--- config.mk ---
export PLATFORM = sky130hd
export DESIGN_NAME = pipe_stage_ctrl
export DESIGN_NICKNAME = d
export VERILOG_FILES = /design/src/rtl/pipe_stage_ctrl_pkg.sv /design/src/rtl/pipe_stage_ctrl_hazard_detect.sv /design/src/rtl/pipe_stage_ctrl.sv
export SDC_FILE = /design/constraint.sdc
export NUM_CORES = 1
export LEC_CHECK = 0
export CAP_MARGIN = 20
export CORE_MARGIN = 5
export CORE_UTILIZATION = 30
export CTS_BUF_LIST = sky130_fd_sc_hd__clkbuf_8 sky130_fd_sc_hd__clkbuf_16
export DETAILED_ROUTE_END_ITERATION = 12
export PLACE_DENSITY = 0.72
export SKIP_LAST_GASP = 1
export SLEW_MARGIN = 20
export SYNTH_ARGS = -nofsm -noshare
export SYNTH_HDL_FRONTEND = slang
export SYNTH_SLANG_ARGS = --single-unit
--- constraint.sdc ---
create_clock -name clk -period 1.9 [get_ports clk]
set_input_delay 0.285 -clock clk [delete_from_list [all_inputs] [get_ports clk]]
set_output_delay 0.285 -clock clk [all_outputs]
set_load 0.01 [all_outputs]
--- src/rtl/pipe_stage_ctrl_pkg.sv ---
// Shared types for the pipeline sequencing controller: state encoding,
// per-stage control bundle and the RUN-cycle enable decode.
package pipe_stage_ctrl_pkg;

  localparam int PIPE_DEPTH_DEF = 5;

  typedef enum logic [1:0] {
    ST_IDLE     = 2'd0,
    ST_RUN      = 2'd1,
    ST_MEM_WAIT = 2'd2,
    ST_DRAIN    = 2'd3
  } pipe_state_e;

  typedef struct packed {
    logic pc_en;
    logic if_id_en;
    logic if_id_bubble;
    logic id_ex_en;
    logic id_ex_bubble;
    logic ex_mem_en;
    logic mem_wb_en;
  } stage_ctl_t;

  // Non-frozen RUN cycle: a load-use hazard holds PC and IF/ID for one
  // cycle and pushes a NOP into ID/EX while the back end keeps moving.
  function automatic stage_ctl_t run_decode(input logic load_use);
    stage_ctl_t c;
    c              = '0;
    c.pc_en        = ~load_use;
    c.if_id_en     = ~load_use;
    c.id_ex_en     = 1'b1;
    c.id_ex_bubble = load_use;
    c.ex_mem_en    = 1'b1;
    c.mem_wb_en    = 1'b1;
    return c;
  endfunction

endpackage

--- src/rtl/pipe_stage_ctrl_hazard_detect.sv ---
// Load-use hazard compare between the ID-stage sources and a load in EX.
// Purely combinational so the forwarding unit can share it.
module pipe_hazard_detect #(
  parameter int REGFILE_ADDR_WIDTH = 5
) (
  input  logic                          ex_is_load,
  input  logic [REGFILE_ADDR_WIDTH-1:0] ex_wr_addr,
  input  logic [REGFILE_ADDR_WIDTH-1:0] id_rs_addr,
  input  logic [REGFILE_ADDR_WIDTH-1:0] id_rt_addr,
  input  logic                          id_uses_rs,
  input  logic                          id_uses_rt,
  output logic                          load_use
);

  // Register 0 is hard-wired zero, so a load targeting it never conflicts.
  assign load_use = ex_is_load && (ex_wr_addr != '0) &&
                    ((id_uses_rs && (id_rs_addr == ex_wr_addr)) ||
                     (id_uses_rt && (id_rt_addr == ex_wr_addr)));

endmodule

--- src/rtl/pipe_stage_ctrl.sv ---
// Five-stage pipeline sequencer: stage enables/bubbles, load-use stall,
// memory freeze, halt with drain. Define PIPE_STALL_CNT_EN for stall_cycles.
//
//   state    | meaning
//   IDLE     | halted, all stage registers held
//   RUN      | normal issue, load-use stalls inserted as needed
//   MEM_WAIT | memory access outstanding, whole pipe frozen
//   DRAIN    | fetch stopped, NOPs fed in until the pipe is empty
module pipe_stage_ctrl
  import pipe_stage_ctrl_pkg::*;
#(
  parameter int REGFILE_ADDR_WIDTH = 5,
  parameter int PIPE_DEPTH         = PIPE_DEPTH_DEF,
  parameter int CNT_WIDTH          = 32
) (
  input  logic                          clk,
  input  logic                          reset,
  input  logic                          run_req,
  input  logic                          halt_req,
  input  logic [REGFILE_ADDR_WIDTH-1:0] id_rs_addr,
  input  logic [REGFILE_ADDR_WIDTH-1:0] id_rt_addr,
  input  logic                          id_uses_rs,
  input  logic                          id_uses_rt,
  input  logic [REGFILE_ADDR_WIDTH-1:0] ex_wr_addr,
  input  logic                          ex_is_load,
  input  logic                          mem_req,
  input  logic                          mem_ack,
  output logic                          pc_en,
  output logic                          if_id_en,
  output logic                          if_id_bubble,
  output logic                          id_ex_en,
  output logic                          id_ex_bubble,
  output logic                          ex_mem_en,
  output logic                          mem_wb_en,
  output logic                          running,
  output logic                          halted,
  output logic [CNT_WIDTH-1:0]          stall_cycles
);

  localparam int DW = $clog2(PIPE_DEPTH + 1);
  localparam logic [DW-1:0] DRAIN_LOAD = DW'(PIPE_DEPTH - 1);

  pipe_state_e   state, state_nx;
  logic [DW-1:0] drain_cnt, drain_cnt_nx;
  logic          halt_pend, halt_pend_nx;
  logic          load_use, freeze;
  stage_ctl_t    ctl;

  pipe_hazard_detect #(.REGFILE_ADDR_WIDTH(REGFILE_ADDR_WIDTH)) u_hazard (
    .ex_is_load (ex_is_load),
    .ex_wr_addr (ex_wr_addr),
    .id_rs_addr (id_rs_addr),
    .id_rt_addr (id_rt_addr),
    .id_uses_rs (id_uses_rs),
    .id_uses_rt (id_uses_rt),
    .load_use   (load_use)
  );

  assign freeze = mem_req && !mem_ack;

  always_ff @(posedge clk) begin
    if (reset) begin
      state     <= ST_IDLE;
      drain_cnt <= '0;
      halt_pend <= 1'b0;
    end else begin
      state     <= state_nx;
      drain_cnt <= drain_cnt_nx;
      halt_pend <= halt_pend_nx;
    end
  end

  always_comb begin
    ctl          = '0;
    state_nx     = state;
    drain_cnt_nx = drain_cnt;
    halt_pend_nx = halt_pend;
    case (state)
      ST_IDLE: begin
        if (run_req && !halt_req) state_nx = ST_RUN;
      end
      ST_RUN: begin
        if (freeze) begin
          state_nx = ST_MEM_WAIT;
          if (halt_req) halt_pend_nx = 1'b1;
        end else begin
          ctl = run_decode(load_use);
          if (halt_req) begin
            state_nx     = ST_DRAIN;
            drain_cnt_nx = DRAIN_LOAD;
            halt_pend_nx = 1'b0;
          end
        end
      end
      ST_MEM_WAIT: begin
        if (!mem_ack) begin
          if (halt_req) halt_pend_nx = 1'b1;
        end else begin
          ctl = run_decode(load_use);
          if (halt_pend || halt_req) begin
            state_nx     = ST_DRAIN;
            drain_cnt_nx = DRAIN_LOAD;
            halt_pend_nx = 1'b0;
          end else begin
            state_nx = ST_RUN;
          end
        end
      end
      ST_DRAIN: begin
        if (!freeze) begin
          ctl.if_id_en     = 1'b1;
          ctl.if_id_bubble = 1'b1;
          ctl.id_ex_en     = 1'b1;
          ctl.ex_mem_en    = 1'b1;
          ctl.mem_wb_en    = 1'b1;
          // Leave on the edge where the count reaches zero: PIPE_DEPTH-1 cycles.
          if (drain_cnt <= DW'(1)) begin
            state_nx     = ST_IDLE;
            drain_cnt_nx = '0;
          end else begin
            drain_cnt_nx = drain_cnt - DW'(1);
          end
        end
      end
      default: state_nx = ST_IDLE;
    endcase
  end

  assign pc_en        = ctl.pc_en;
  assign if_id_en     = ctl.if_id_en;
  assign if_id_bubble = ctl.if_id_bubble;
  assign id_ex_en     = ctl.id_ex_en;
  assign id_ex_bubble = ctl.id_ex_bubble;
  assign ex_mem_en    = ctl.ex_mem_en;
  assign mem_wb_en    = ctl.mem_wb_en;
  assign running      = (state != ST_IDLE);
  assign halted       = (state == ST_IDLE);

`ifdef PIPE_STALL_CNT_EN
  logic [CNT_WIDTH-1:0] stall_q;

  always_ff @(posedge clk) begin
    if (reset) begin
      stall_q <= '0;
    end else if (running && !ctl.pc_en && (stall_q != '1)) begin
      stall_q <= stall_q + CNT_WIDTH'(1);
    end
  end

  assign stall_cycles = stall_q;
`else
  assign stall_cycles = '0;
`endif

endmodule
==> metrics <==
result of the run completed; number of buffers between clock root and the deepest sink 2; Worst Path Arrival between 1.5 and 2 ns; number of standard cells after synthesis 129; proportion of synthesized flip-flops having asynchronous set or reset 0%; CP max-delay cell sky130_fd_sc_hd__clkdlybuf4s50_1; worst hold path class reg2reg; largest voltage drop on the vdd net 0.000420 V; clock sink total 6; DRC Markers 0; share of final-layout standard cells stronger than drive strength 1 25.1%; setup total negative slack 0 ns; cell chain of the critical path clkdlybuf4s50_1, nand2b_4, nand2_1, a21bo_2, nor3b_2, buf_2; number of buffer and inverter instances along the worst setup path 2; number of H-tree levels 1; count of non-filler cells in the finished layout 223; area leader, netlist sky130_fd_sc_hd__buf_4; kind of cell adding the most delay to the critical path buffers and inverters; unrepaired setup endpoints after global routing true; fillers 329; number of pins exceeding their max-slew limit in the final report 0; Synth Cell Area 985 um2; Site Rows 20; area taken by multi-input logic gates 716 um2; CP max stage delay 0.48 ns; Tot GR Track Use 11.4%; Post-Place Cell Area 0.00135 mm2; commonest register cell after synthesis sky130_fd_sc_hd__dfxtp_1; final number of hold-violating endpoints 0; Syn Area/Cell 7.63 um2; Pleak between 0.0006 and 0.0007 uW; flip-flop and latch area 121 um2; Placed Instances 219; Floorplan Core Area about 0.0031 mm2; global-route wire length before repair 3910 um; initial core utilization 31.7%; initial antenna violation count 0; areal power density over the cells roughly 840 mW/mm2; Final setup viols 0; Post-DP HPWL 2220 um; area growth from synthesis to final layout 44.6%; first-iteration detailed-routing DRC count 47; crit share post-route 98.9%; area fraction of the dominant cell type after synthesis between 20% and 30%; clock skew ~0.0022 ns; Skew-Pair Late Insertion Delay about 0.22 ns; top-level I/O count 65; clock slew at the register clock pins of the worst setup and hold paths 0.04 ns; Pre-Repair DR Iteration Count 4; total wire length 2630 um; Die Span X 67.3 um; list of most frequent post-synthesis cells sky130_fd_sc_hd__buf_4, sky130_fd_sc_hd__xnor2_1, sky130_fd_sc_hd__a21oi_1, sky130_fd_sc_hd__inv_1, sky130_fd_sc_hd__nor2_1; NumNets Final 211; Distinct cells, synth 38; cts-stage hold buffer count 0; number of buffers added on ports 32; vias after detailed routing 940; number of enable-type register cells in the synthesized netlist 0; TritonCTS clock tree done; detailed-route wire length per cell 11.8 um; startpoint type of the worst setup path primary input; area of the die ~0.0045 mm2; Max Cap Viol 0; Critical Path End Type output port; highest fanout seen on the critical path 4; cell with the most instances after synthesis sky130_fd_sc_hd__buf_4; CTS root buf sky130_fd_sc_hd__clkbuf_8; number of global-route vias before repair 829; final core area utilization 45.9%; final period demand of the worst path 1.88 ns; count of antenna-violating nets left after detailed routing 0; portion of the post-synthesis area used by sequential elements between 10% and 20%; largest net degree at the start of global routing 10; cells taking the most area after synthesis sky130_fd_sc_hd__buf_4, sky130_fd_sc_hd__dfxtp_1, sky130_fd_sc_hd__xnor2_1, sky130_fd_sc_hd__ha_1, sky130_fd_sc_hd__a21oi_1; Yosys reg bits 6; via density per instance between 4 and 5; number of CTS-inserted buffers 3; maximum achievable frequency 532 MHz; cell area after layout 0.00142 mm2; category of the most critical setup path in2out; Antenna diodes 0; Die Y 67.3 um; Worst EP required 1.62 ns; final estimated routing congestion in global placement 0.840; global route overflow 0; Syn. warnings 0
[flip-flops by register name (all words and copies together) (netlist names)]
register	cells
state	2
halt_pend	1
drain_cnt	3
[per-layer routing]
| layer | vias up | GRT usage (%) | share of wire (%) |
|---|---|---|---|
| li1 | 481 | - | - |
| met1 | 429 | 13.0 | 39 |
| met2 | 28 | 20.6 | 55 |
| met3 | 2 | 3.66 | 5.8 |
| met4 | 0 | 2.28 | 0.68 |
| met5 | - | 0 | 0 |
[logic make-up (layout without fill, tap and decap cells)]
family | count (synthesis) | in the layout | synth area share, %
other | 1 | 32 | 0.381
and+or+nand+nor | 28 | 28 | 16.0
buffers and inverters | 45 | 64 | 30.7
DFF | 6 | 6 | 12.2
adders and majority gates | 6 | 6 | 7.62
xor gates and xnor gates | 10 | 10 | 8.89
AOI/OAI and AO/OA | 33 | 33 | 24.1
[power by group]
part           total (uW)  switching (uW)  internal, uW
registers             193            30.6           163
logic                 815             397           418
clock network         190            53.9           136
total                1200             481           717
[final timing paths]
| check | startpoint | to | slack (ns) | depth (start not counted) |
|---|---|---|---|---|
| max | mem_ack | id_ex_bubble | 0.02 | 6 |
| min reg2reg | drain_cnt[0] | drain_cnt[0] | 0.50 | 2 |
| min | drain_cnt[0] | drain_cnt[0] | 0.50 | 2 |
| max reg2reg | state[0] | state[1] | 0.21 | 7 |
[cells in the final DEF, fill, tap and decap left out, drive strengths merged, types with 3 or more instances in the layout]
master	Yosys	final
a21oi	9	9
ha	6	6
dfxtp	6	6
dlygate4sd2	0	6
clkdlybuf4s50	0	19
o31ai	3	3
o21ai	7	7
nand4	5	5
xnor2	10	10
conb	1	32
nand2	4	4
inv	8	8
buf	36	24
nor2	8	8
clkbuf	1	3
[layout make-up]
| class | count | share of cell area, % |
|---|---|---|
| clock buffers | 3 | 2.90 |
| multi-input cells | 109 | 50.3 |
| inverters | 8 | 2.11 |
| well taps | 44 | 3.87 |
| repair buffers | 53 | 32.3 |
| flip-flops and latches | 6 | 8.52 |
[worst reg2reg max path: cells and delay by family, from the launching register on]
kind	cells	cell delay, ns
AO/OA/AOI/OAI	4	0.80
adder cells (fa/ha/maj)	1	0.19
buffers and inverters	2	0.29
flip-flops	1	0.32
[through the flow]
stage | hold WS (ns) | worst slack, ns | total power (uW)
final | 0.502 | 0.0217 | 1200
after floorplan | 0.353 | 0.243 | 676
after global placement | 0.486 | -0.510 | 982
after CTS | 0.500 | 0.00541 | 1180
after detailed placement | 0.486 | -0.549 | 989
after global routing | 0.537 | -0.0399 | 1310
[repair_timing]
action | 4_1_cts | 5_1_grt
endpoints found under the setup margin | 8 | 10
pin swaps | 5 | 2
setup buffers | 1 | 0
gates resized for setup | 25 | 12
Power figures use the tool's default switching activity.
